File: config.mk
export PLATFORM = sky130hd
export DESIGN_NAME = serv_fetch_sched
export DESIGN_NICKNAME = d
export VERILOG_FILES = /design/src/rtl/serv_fetch_pkg.sv /design/src/rtl/serv_fetch_fifo.sv /design/src/rtl/serv_fetch_sched.sv
export SDC_FILE = /design/constraint.sdc
export NUM_CORES = 1
export LEC_CHECK = 0
export CAP_MARGIN = 20
export CORE_AREA = 2 2 144 146
export DETAILED_ROUTE_END_ITERATION = 10
export DIE_AREA = 0 0 146 148
export PLACE_DENSITY = 0.78
export RECOVER_POWER = 100
export SLEW_MARGIN = 20
export SYNTH_ARGS = -nofsm -noshare
export SYNTH_HDL_FRONTEND = slang
export SYNTH_SLANG_ARGS = --single-unit
File: constraint.sdc
create_clock -name clk -period 6.04 [get_ports clk]
set_input_delay 0.906 -clock clk [delete_from_list [all_inputs] [get_ports clk]]
set_output_delay 0.906 -clock clk [all_outputs]
set_load 0.01 [all_outputs]
File: src/rtl/serv_fetch_pkg.sv
// Shared types for the SERV fetch scheduler: fetch FSM encoding and the
// prefetch FIFO entry layout (PC plus instruction bits [31:2]).
package serv_fetch_pkg;

  typedef enum logic [1:0] {
    ST_IDLE    = 2'd0,
    ST_REQ     = 2'd1,
    ST_DISCARD = 2'd2
  } fetch_state_e;

  localparam int PC_W    = 32;
  localparam int INSN_W  = 30;
  localparam int ENTRY_W = PC_W + INSN_W;

  typedef struct packed {
    logic [PC_W-1:0]   pc;
    logic [INSN_W-1:0] insn;
  } fetch_entry_t;

endpackage

File: src/rtl/serv_fetch_fifo.sv
// Synchronous prefetch FIFO holding {pc, insn} entries; clear overrides
// push and pop. Callers only push when a slot is free.
module serv_fetch_fifo
  import serv_fetch_pkg::*;
#(
  parameter int DEPTH = 2,
  parameter int CNT_W = $clog2(DEPTH) + 1
) (
  input  logic             clk,
  input  logic             rst,
  input  logic             push,
  input  logic             pop,
  input  logic             clear,
  input  fetch_entry_t     wdata,
  output fetch_entry_t     rdata,
  output logic [CNT_W-1:0] count,
  output logic             empty
);

  localparam int PTR_W = CNT_W - 1;

  fetch_entry_t     mem [DEPTH];
  logic [PTR_W-1:0] wr_ptr;
  logic [PTR_W-1:0] rd_ptr;
  logic             do_pop;

  assign do_pop = pop && !empty;

  // NOTE: storage has no reset; the pointers and count decide which entries are valid.
  always_ff @(posedge clk) begin
    if (push && !clear) begin
      mem[wr_ptr] <= wdata;
    end
  end

  // NOTE: sequential state uses non-blocking assignments so every register
  // samples the pre-edge values regardless of statement order.
  always_ff @(posedge clk or posedge rst) begin
    if (rst) begin
      wr_ptr <= '0;
      rd_ptr <= '0;
      count  <= '0;
    end else if (clear) begin
      wr_ptr <= '0;
      rd_ptr <= '0;
      count  <= '0;
    end else begin
      if (push) begin
        wr_ptr <= wr_ptr + PTR_W'(1);
      end
      if (do_pop) begin
        rd_ptr <= rd_ptr + PTR_W'(1);
      end
      count <= count + CNT_W'(push) - CNT_W'(do_pop);
    end
  end

  assign rdata = mem[rd_ptr];
  assign empty = (count == '0);

endmodule

File: src/rtl/serv_fetch_sched.sv
// Fetch scheduler between the SERV Wishbone ibus and serv_decode: issues one
// read at a time, prefetches into a small FIFO, and dispatches one word per strobe.
module serv_fetch_sched
  import serv_fetch_pkg::*;
#(
  parameter int          DEPTH    = 2,
  parameter logic [31:0] RESET_PC = 32'h0000_0000
) (
  input  logic        clk,
  input  logic        i_rst,
  output logic [31:0] o_ibus_adr,
  output logic        o_ibus_cyc,
  input  logic [31:0] i_ibus_rdt,
  input  logic        i_ibus_ack,
  input  logic        i_redirect,
  input  logic [31:0] i_redirect_pc,
  input  logic        i_dec_rdy,
  output logic        o_dec_en,
  output logic [29:0] o_dec_rdt,
  output logic [31:0] o_dec_pc,
  output logic        o_empty
);

  localparam int               CNT_W   = $clog2(DEPTH) + 1;
  localparam logic [CNT_W-1:0] DEPTH_C = CNT_W'(DEPTH);
  localparam logic [31:0]      PC_INIT = {RESET_PC[31:2], 2'b00};

  fetch_state_e     state;
  fetch_state_e     state_next;
  logic [31:0]      fetch_pc;
  logic [31:0]      discard_adr;
  logic             push;
  logic             pop;
  logic             fifo_empty;
  logic [CNT_W-1:0] count;
  logic [CNT_W-1:0] occ_next;
  fetch_entry_t     wdata;
  fetch_entry_t     head;
  logic             unused_low_bits;

  assign unused_low_bits = ^{i_ibus_rdt[1:0], i_redirect_pc[1:0]};

  // Redirect wins over dispatch; occupancy after this cycle's pop gates new requests.
  assign pop      = i_dec_rdy && !fifo_empty && !i_redirect;
  assign occ_next = count - CNT_W'(pop);
  assign wdata    = '{pc: fetch_pc, insn: i_ibus_rdt[31:2]};

  // NOTE: every always_comb output gets a default first, so no path can infer a latch.
  always_comb begin
    state_next = state;
    push       = 1'b0;
    case (state)
      ST_IDLE: begin
        if (!i_redirect && (occ_next < DEPTH_C)) begin
          state_next = ST_REQ;
        end
      end
      ST_REQ: begin
        if (i_ibus_ack) begin
          state_next = ST_IDLE;
          push       = !i_redirect;
        end else if (i_redirect) begin
          state_next = ST_DISCARD;
        end
      end
      ST_DISCARD: begin
        if (i_ibus_ack) begin
          state_next = ST_IDLE;
        end
      end
      default: state_next = ST_IDLE;
    endcase
  end

  always_ff @(posedge clk or posedge i_rst) begin
    if (i_rst) begin
      state <= ST_IDLE;
    end else begin
      state <= state_next;
    end
  end

  // The stale cycle must finish at its original address while fetch_pc already
  // points at the redirect target.
  always_ff @(posedge clk or posedge i_rst) begin
    if (i_rst) begin
      fetch_pc    <= PC_INIT;
      discard_adr <= PC_INIT;
    end else begin
      if (state == ST_REQ && i_redirect && !i_ibus_ack) begin
        discard_adr <= fetch_pc;
      end
      if (i_redirect) begin
        fetch_pc <= {i_redirect_pc[31:2], 2'b00};
      end else if (push) begin
        fetch_pc <= fetch_pc + 32'd4;
      end
    end
  end

  assign o_ibus_cyc = (state != ST_IDLE);
  assign o_ibus_adr = (state == ST_DISCARD) ? discard_adr : fetch_pc;

  always_ff @(posedge clk or posedge i_rst) begin
    if (i_rst) begin
      o_dec_en  <= 1'b0;
      o_dec_rdt <= '0;
      o_dec_pc  <= '0;
    end else begin
      o_dec_en <= pop;
      if (pop) begin
        o_dec_rdt <= head.insn;
        o_dec_pc  <= head.pc;
      end
    end
  end

  assign o_empty = fifo_empty;

  serv_fetch_fifo #(
    .DEPTH (DEPTH),
    .CNT_W (CNT_W)
  ) u_fifo (
    .clk   (clk),
    .rst   (i_rst),
    .push  (push),
    .pop   (pop),
    .clear (i_redirect),
    .wdata (wdata),
    .rdata (head),
    .count (count),
    .empty (fifo_empty)
  );

endmodule

==> impl_results.md <==
* Status: complete, but fails checks
* Failing checks: capacitance limit, slew limit
* Layout cells sized above 1 at 12.8%
* Critical Path Fanout Max at 33
* PD cells at 399 mW/mm^2
* Grt ovf at 0
* Post-Place Cell Area at 0.0117 sq mm
* Post-CTS Hold Fix Bufs at 0
* Root Driver: clkbuf_16
* Post-cts gate resize count at 0
* Max incr delay on CP at 1.27 ns
* Unique masters post-synth at 43
* Max-slew violation count at 300
* Yosys reg bits at 247
* Avg Inst Size Synth at 13.6 sq um
* Pre-Repair DR Iteration Count at 5
* Setup violators final at 0
* M1 GR Usage at 26.9%
* Num CTS Buffers at 26
* CTS sink cnt at 247
* Die area at 0.0216 sq mm
* First-pass GRT wire length at 33600 um
* Post-Syn Area at 0.00994 sq mm
* Gr busiest metal: met2
* Final Power at 5.06 mW
* P&R area growth vs syn at 27.6%
* Drt via density at 5.38
* Fillers at 1526
* Hold slack at 0.501 ns
* Gr usage total at 19.4%
* Post-synthesis cell count at 728
* H-tree depth at 1
* IO Pins at 166
* CP bufs+invs at 2
* Max-cap violations at 4
* Final Skew at 0.00957 ns
* Cell chain of the critical path: nor2b_2 -> clkbuf_1 -> mux2_2 -> dlygate4sd3_1
* Floorplan row count at 52
* DR iter-0 viols at 379
* Core area at 0.0200 sq mm
* Largest net degree at the start of global routing at 122
* Data required time of the critical path at 5.13 ns
* Delay-heaviest family, CP: buffers and inverters
* Mean routed wirelength per cell at 17.9 um
* Final net count at 951
* CTS tree: built
* Min-Delay Path Class: reg -> reg
* Yosys warnings at 0
* Pleak at 4.59 nW
* Final worst path period share at 72.3%
* Ant diodes at 0
* Chip width at 146 um
* Die H at 148 um
* Gp weighted congestion at 0.791
* FMAX at 229 MHz
* Vias in the first global route at 6335
* DRC Markers at 0
* Port Buffer Count at 157
* Met3 usage in global routing at 3.06%
* Clock transition at the registers of the reported paths at 0.06 ns
* Crit. End Element: output port
* Placed wire-length estimate at 13000 um
* Setup TNS Final at 0 ns
* VDD IR max at 0.242 mV
* Slew of the pin with the lowest slew margin at 3.83 ns
* Vias at 6288
* Max clock buf depth at 3
* Initial Utilization at 49.6%
* Crit Path Class: reg -> out
* Design area at 0.0127 sq mm
* Unrepaired setup endpoints after global routing: no
* Worst skew pair latency at 0.51 ns
* Slew headroom at -157%
* Slowest cell on crit path: clkbuf_1
* Crit path arrival time at 3.46 ns
* Post CTS Setup Buffer Count at 0
* Part of the Yosys area used for sequential elements at 68.2%
* Antenna viol nets, final at 0
* Met2 Track Usage GR at 32.7%
* Detailed Route WL at 20900 um
* Final Hold Vio Count at 0
* Minimum clock period at 4.37 ns
* Initial antenna violation count at 0
* Nature of the critical path startpoint: flip-flop
## final cells by class
| type | count | area (sq um) | share of cell area, % |
|---|---|---|---|
| Inverter | 8 | 31.3 | 0.247 |
| Timing Repair Buffer | 165 | 1630 | 12.8 |
| Clock inverter | 14 | 201 | 1.59 |
| Clock buffer | 34 | 742 | 5.85 |
| Sequential cell | 247 | 6790 | 53.5 |
| Tap cell | 270 | 338 | 2.66 |
| Multi-Input combinational cell | 431 | 2960 | 23.3 |
## per-layer routing
layer  part of all wire, %  routed length (um)
met1                    44                9190
met2                    49               10300
met3                   5.4                1130
met4                   1.3                 278
met5                     0                   0
## placed cells by master (no fill, tap or decap), types with 4 or more instances in the layout
cell type,count
dfrtp_1,126
dlygate4sd3_1,123
edfxtp_1,120
nor2_1,86
mux2i_1,62
a21oi_1,60
mux2_2,56
clkdlybuf4s50_1,34
nand2_1,28
clkbuf_16,27
o21ai_0,18
or4_1,16
a31oi_1,16
o31ai_1,14
xnor2_1,11
nand3_1,10
nor4_1,6
inv_1,6
clkbuf_1,6
nand4_1,5
bufinv_16,5
clkinv_2,5
or3_1,4
nor3_1,4
xor2_1,4
conb_1,4
clkbuf_8,4
## cells in the mapped netlist
cell type	instances	area share (%)
buf_1	2	0.076
inv_1	7	0.26
xor2_1	4	0.35
ha_1	3	0.38
mux2_2	58	6.6
a2111oi_0	1	0.088
nand4_1	5	0.31
buf_2	1	0.050
a221o_1	1	0.10
o31ai_1	14	1.1
clkbuf_1	37	1.4
nand3_1	10	0.50
a211oi_1	1	0.076
or3_1	4	0.25
a21oi_1	60	3.0
nor2b_1	3	0.19
and4_1	2	0.18
nor4b_1	1	0.088
a21o_1	1	0.076
or2_2	3	0.19
buf_4	4	0.30
nand2_1	28	1.1
nand2b_1	1	0.063
or4_1	16	1.2
and3_1	1	0.063
or4_4	1	0.11
nand4b_1	1	0.088
edfxtp_1	120	36
dfrtp_1	127	32
nor3_1	4	0.20
clkinv_1	1	0.038
and2_1	1	0.063
nand3b_1	1	0.076
nand3_2	1	0.10
buf_6	1	0.11
o21ai_0	18	0.91
nand4_4	1	0.21
xnor2_1	11	0.97
conb_1	1	0.038
nor2_1	87	3.3
mux2i_1	62	6.2
a31oi_1	16	1.0
nor4_1	6	0.38
## cell families (layout without fill, tap and decap cells)
logic type | after synthesis | in the layout | synth area share (%)
other | 1 | 4 | 0.0377
multiplexers | 120 | 120 | 12.8
AO/OA/AOI/OAI | 112 | 112 | 6.33
XOR/XNOR | 15 | 15 | 1.32
buffers and inverters | 53 | 221 | 2.24
adder cells (fa/ha/maj) | 3 | 3 | 0.378
flip-flops | 247 | 247 | 68.2
AND/OR/NAND/NOR | 177 | 177 | 8.63
## registers in the layout, indices dropped and copies added, names as in the netlist, 2 cells and up
name / flops
o_dec_rdt: 30
discard_adr: 30
o_dec_pc: 30
u_fifo.mem: 120
state: 2
fetch_pc: 30
u_fifo.count: 2
## worst reg2reg max path: cells and delay by family, from the launching register on
kind | cells | cell delay [ns]
buf+inv | 1 | 1.10
flops | 1 | 0.49
simple gates | 3 | 1.60
## metrics by stage
step | util (%) | cells | setup slack (ns)
after floorplan | - | 731 | 0.0471
after global routing | 63.3 | 1169 | 1.12
after detailed placement | 58.6 | 1120 | 1.76
after CTS | 63.3 | 1168 | 2.28
after global placement | 58.6 | 1120 | 1.74
final | 63.3 | 1169 | 1.67
## power by group
group,total (mW),switching (mW),internal [mW]
Combinational,1.05,0.479,0.566
Clock,1.71,0.634,1.08
Sequential,2.30,0.205,2.09
Total,5.06,1.32,3.74
## path summary, 6_finish.rpt
path / end / start / slack [ns] / depth (start not counted)
setup / recovery: o_ibus_adr[22] / state[0] / 1.67 / 4
hold / removal: discard_adr[8] / discard_adr[8] / 0.50 / 1
setup reg to reg: u_fifo.mem[1][24] / state[0] / 2.46 / 4
hold reg to reg: discard_adr[8] / discard_adr[8] / 0.50 / 1
max in group asynchronous: u_fifo.rd_ptr / i_rst / 1.95 / 2
min in group asynchronous: o_dec_rdt[16] / i_rst / 1.98 / 2
Power figures use the tool's default switching activity.
